===== config.mk =====
export PLATFORM = sky130hd
export DESIGN_NAME = mem_arbiter
export DESIGN_NICKNAME = d
export VERILOG_FILES = /design/src/rtl/mem_arbiter.sv
export SDC_FILE = /design/constraint.sdc
export NUM_CORES = 1
export LEC_CHECK = 0
export ABC_CLOCK_PERIOD_IN_PS = 1300
export BUFFER_PORTS_ARGS = -buffer_cell sky130_fd_sc_hd__buf_2
export CAP_MARGIN = 20
export CORE_MARGIN = 3
export CORE_UTILIZATION = 42
export DETAILED_ROUTE_END_ITERATION = 6
export PLACE_DENSITY = 0.85
export SLEW_MARGIN = 15
export SYNTH_ARGS = -nofsm -noshare
export SYNTH_HDL_FRONTEND = slang
export SYNTH_SLANG_ARGS = --single-unit

===== constraint.sdc =====
create_clock -name clk -period 1.3 [get_ports clk]
set_input_delay 0.13 -clock clk [delete_from_list [all_inputs] [get_ports clk]]
set_output_delay 0.13 -clock clk [all_outputs]
set_load 0.03 [all_outputs]

===== src/rtl/mem_arbiter.sv =====
// Arbitrates fetch (I) and load/store (D) misses onto one multi-cycle memory port.
// Optional round-robin arbitration on simultaneous requests: define MEM_ARB_RR_EN.
module mem_arbiter #(
  parameter int ADDR_W  = 16,
  parameter int DATA_W  = 16,
  parameter int TIMEOUT = 16
) (
  input  logic              clk,
  input  logic              rst_n,
  input  logic              i_req,
  input  logic [ADDR_W-1:0] i_addr,
  output logic              i_ack,
  output logic [DATA_W-1:0] i_rdata,
  input  logic              d_req,
  input  logic              d_wr,
  input  logic [ADDR_W-1:0] d_addr,
  input  logic [DATA_W-1:0] d_wdata,
  output logic              d_ack,
  output logic [DATA_W-1:0] d_rdata,
  output logic              mem_en,
  output logic              mem_wr,
  output logic [ADDR_W-1:0] mem_addr,
  output logic [DATA_W-1:0] mem_wdata,
  input  logic [DATA_W-1:0] mem_rdata,
  input  logic              mem_valid,
  output logic              busy,
  output logic              owner_d,
  output logic              err
);

  localparam int CNT_W = (TIMEOUT > 1) ? $clog2(TIMEOUT) : 1;
  localparam logic [CNT_W-1:0] CNT_LAST = CNT_W'(TIMEOUT - 1);

  typedef enum logic [1:0] {
    IDLE,
    ISSUE,
    WAIT,
    RESP
  } state_t;

  state_t            state, state_nxt;
  logic [CNT_W-1:0]  cnt;
  logic              owner_q;
  logic              wr_q;
  logic              err_q;
  logic [ADDR_W-1:0] addr_q;
  logic [DATA_W-1:0] wdata_q;
  logic [DATA_W-1:0] i_rdata_q;
  logic [DATA_W-1:0] d_rdata_q;
  logic              grant_d;
  logic              any_req;
  logic              timed_out;

  assign any_req   = i_req | d_req;
  assign timed_out = (cnt == CNT_LAST);

`ifdef MEM_ARB_RR_EN
  logic last_d;

  // On a tie the side that was not served last wins.
  assign grant_d = d_req & ~(i_req & last_d);

  always_ff @(posedge clk or negedge rst_n) begin
    if (!rst_n) begin
      last_d <= 1'b0;
    end else if (state == IDLE && any_req) begin
      last_d <= grant_d;
    end
  end
`else
  // D is the older instruction, so it wins every tie.
  assign grant_d = d_req;
`endif

  always_ff @(posedge clk or negedge rst_n) begin
    if (!rst_n) begin
      state <= IDLE;
    end else begin
      // NOTE: state and datapath registers use non-blocking assignments so every
      // flop samples pre-edge values regardless of process ordering.
      state <= state_nxt;
    end
  end

  always_comb begin
    // NOTE: default first so no path through the case leaves state_nxt unassigned,
    // which would otherwise infer a latch.
    state_nxt = state;
    unique case (state)
      IDLE:  if (any_req) state_nxt = ISSUE;
      ISSUE: state_nxt = WAIT;
      WAIT:  if (mem_valid || timed_out) state_nxt = RESP;
      RESP:  state_nxt = IDLE;
      default: state_nxt = IDLE;
    endcase
  end

  always_ff @(posedge clk or negedge rst_n) begin
    if (!rst_n) begin
      cnt       <= '0;
      owner_q   <= 1'b0;
      wr_q      <= 1'b0;
      err_q     <= 1'b0;
      addr_q    <= '0;
      wdata_q   <= '0;
      i_rdata_q <= '0;
      d_rdata_q <= '0;
    end else begin
      unique case (state)
        IDLE: begin
          if (any_req) begin
            owner_q <= grant_d;
            addr_q  <= grant_d ? d_addr : i_addr;
            wr_q    <= grant_d & d_wr;
            wdata_q <= grant_d ? d_wdata : '0;
          end
        end
        ISSUE: cnt <= '0;
        WAIT: begin
          if (mem_valid || timed_out) begin
            // Writes and timeouts both return zero data to the requester.
            if (owner_q) begin
              d_rdata_q <= (mem_valid && !wr_q) ? mem_rdata : '0;
            end else begin
              i_rdata_q <= (mem_valid && !wr_q) ? mem_rdata : '0;
            end
            if (!mem_valid) err_q <= 1'b1;
          end else begin
            cnt <= cnt + 1'b1;
          end
        end
        default: ;
      endcase
    end
  end

  assign mem_en    = (state == ISSUE);
  assign mem_wr    = mem_en & wr_q;
  assign mem_addr  = addr_q;
  assign mem_wdata = wdata_q;
  assign i_ack     = (state == RESP) & ~owner_q;
  assign d_ack     = (state == RESP) & owner_q;
  assign i_rdata   = i_rdata_q;
  assign d_rdata   = d_rdata_q;
  assign busy      = (state != IDLE);
  assign owner_d   = owner_q;
  assign err       = err_q;

endmodule


==> out/results.ini <==
[outcome]
status=finished, violations left
violations=negative setup slack

[critical_path]
cp_slowest_stage_delay_ns=0.41
crit_family=simple AND/OR/NAND/NOR gates
cp_max_fo=5
cp.depth=7
cp-start-kind=flop
cp_common_cell=buf_6
path_cells=inv_2, buf_6, ha_4, buf_6, nand3b_1, nor3_2, a221oi_2
cp.arrival_ns=1.75
critPathCaptureType=flop
rr_worst_depth=7
critPathBufInv=3
worstPathRequired_ns=1.52
worstSetupPathType=reg2reg
crit_slowest_cell=dfrtp_1

[timing]
fin_crit_ns=1.53
finalClockSkew_ns=0.0117
min_period_over_period_pct=117
fmax_ghz=0.655
finalHoldViolCount=0
rsz0062_at_grt=true
timing.hold.ws_ns=0.0188
drv_slew=0
setup_violations=78
slew_headroom_pct=75.5
finalWorstSetupSlack_ns=-0.227
worst_pin_slew_ns=0.366

[clocking]
clk_latency_ns=0.35
numCtsBuffers=9
clock_sinks=73
cts_tree=yes
clk_path_buf_depth=2
cts-root-buf=clkbuf_8
clk_pin_slew_ns=0.08
cts-htree-levels=3

[logic_synthesis]
syn-num-nets=394
synth.yosys.seq_area_share_pct=57.5
netlist_area_sq_mm=0.00318
yosysUniqueCellTypes=34
synth_top_area_share_pct=57.5
yosysWarnings=0
yosys-top-cells-area=dfrtp_1 58%, o21ai_0 12%, nand2_1 8.6%
netlist_instances=318
syn_area_per_cell_sq_um=9.99
synth.ff_latch_count=73
yosys.area.top_type=dfrtp_1

[die]
initial_core_util_pct=43.6
dieHeight_um=93.0
io_pins=141
rows=31
die_width_um=93.0
core_sq_mm=0.00729
dieArea_sq_mm=0.00864

[grt]
antenna_found_initial=0
overflow=0
grt.total_usage_pct=22.0
grt_pass1_vias=3066
grt_max_degree=38
grt_first_pass_wirelength_um=14800

[detailed_routing]
routedWlPerCell_um=19.2
drt_iter0_drc=191
via_per_inst=5.47
wl_um=11900
drc=0
vias=3388
drtPass1Iterations=4
ant_nets=0

[placement]
dpl-instance-area_sq_mm=0.00414
io_buffers=140
dp_hpwl_um=5870
place_congestion=0.851

[job]
drv_cap=0

[power_and_ir_drop]
power_density_mw_per_mm2=2710
ir_drop_v=0.00124
p_leak_nw=2.72

[layout]
nets=591
diodes=0
drive_gt1_share_pct=61.0
area_growth_pct=73.0
layout_common_cells=133 x buf_2, 72 x dfrtp_1, 44 x o21ai_1
mostFrequentLayoutCell=buf_2
stdcell_area_sq_mm=0.00550

[hold_path]
hold-path-cell-count=3
worstHoldPathType=in2reg

-- synthesized netlist by cell type (all sizes together) --
cell type,n
o21ai,82
dfrtp,73
nand2,73
nand3,17
mux2i,16
clkbuf,12
buf,11
ha,6
inv,6
a221oi,2
and2,2
nand2b,2
a2111oi,1
a21oi,1
a31oi,1
a32oi,1
and2b,1
mux2,1
nand3b,1
nand4b,1
nor2,1
nor2b,1
nor3,1
nor3b,1
o21bai,1
o22ai,1
o32a,1
xnor2,1
-- routing by layer --
| layer | GRT usage (%) | part of all wire [%] | vias up |
|---|---|---|---|
| met5 | 0 | 0 | - |
| met4 | 10.5 | 3.8 | 0 |
| met3 | 4.34 | 7.6 | 40 |
| met2 | 38.6 | 52 | 214 |
| met1 | 25.7 | 36 | 1630 |
| li1 | - | - | 1504 |
-- path summary, 6_finish.rpt --
| path | slack, ns | endpoint | startpoint |
|---|---|---|---|
| hold reg to reg | 0.49 | mem_wdata[4] | mem_wdata[4] |
| max in group asynchronous | 0.56 | mem_addr[8] | rst_n |
| setup reg to reg | -0.23 | cnt[2] | state[0] |
| min in group asynchronous | 0.22 | d_rdata[10] | rst_n |
| hold / removal | 0.02 | mem_wdata[12] | d_wdata[12] |
| setup / recovery | -0.23 | cnt[2] | state[0] |
-- layout make-up --
type                            instances  area [sq um]
Clock buffer                            9           124
Clock inverter                          7           128
Fill cell                             459          1800
Inverter                                6          27.5
Multi-Input combinational cell        222          1750
Sequential cell                        73          1830
Tap cell                               99           124
Timing Repair Buffer                  203          1520
-- sequential cells by signal, indices dropped and copies added, names as in the netlist --
signal     cells
owner_d        1
err            1
mem_wdata     16
mem_addr      16
d_rdata       16
wr_q           1
state          2
i_rdata       16
cnt            4
-- timing repair --
action	CTS	global route
pin swaps	24	52
cloned	4	11
endpoints found under the hold margin	60	0
endpoints found under the setup margin	74	73
hold buffers	4	0
setup buffers	14	16
resized for setup	101	124
-- metrics by stage --
step / total power [mW] / std cells / utilization, % / setup TNS (ns) / setup slack, ns
global route: 15.6 / 619 / 75.4 / -13.32 / -0.273
detailed placement: 9.36 / 557 / 56.8 / -6.45 / -0.245
CTS: 12.6 / 594 / 66.7 / -3.67 / -0.195
finish: 14.9 / 619 / 75.4 / -9.45 / -0.227
global placement: 9.13 / 557 / 56.8 / -3.94 / -0.153
floorplan: 7.50 / 318 / - / -0.436 / -0.0804
-- logic make-up (layout without fill, tap and decap cells) --
group,after synthesis,count (layout),synth area share [%]
fa+ha+maj,6,6,2.36
compound gates,91,92,15.8
mux,17,17,5.51
xor+xnor,1,1,0.276
simple gates,101,106,13.7
flops,73,73,57.5
buf+inv,29,225,4.77
-- where the power goes --
group          switching, mW  internal [mW]
sequential             0.769           3.24
clock                  0.912           1.30
combinational           5.15           3.55
-- tightest hold or removal path: stages --
cell,delay (ns)
buf_2,0.08
nand3_1,0.06
nand2_1,0.06
No activity file was read; power rests on OpenSTA's default activity.
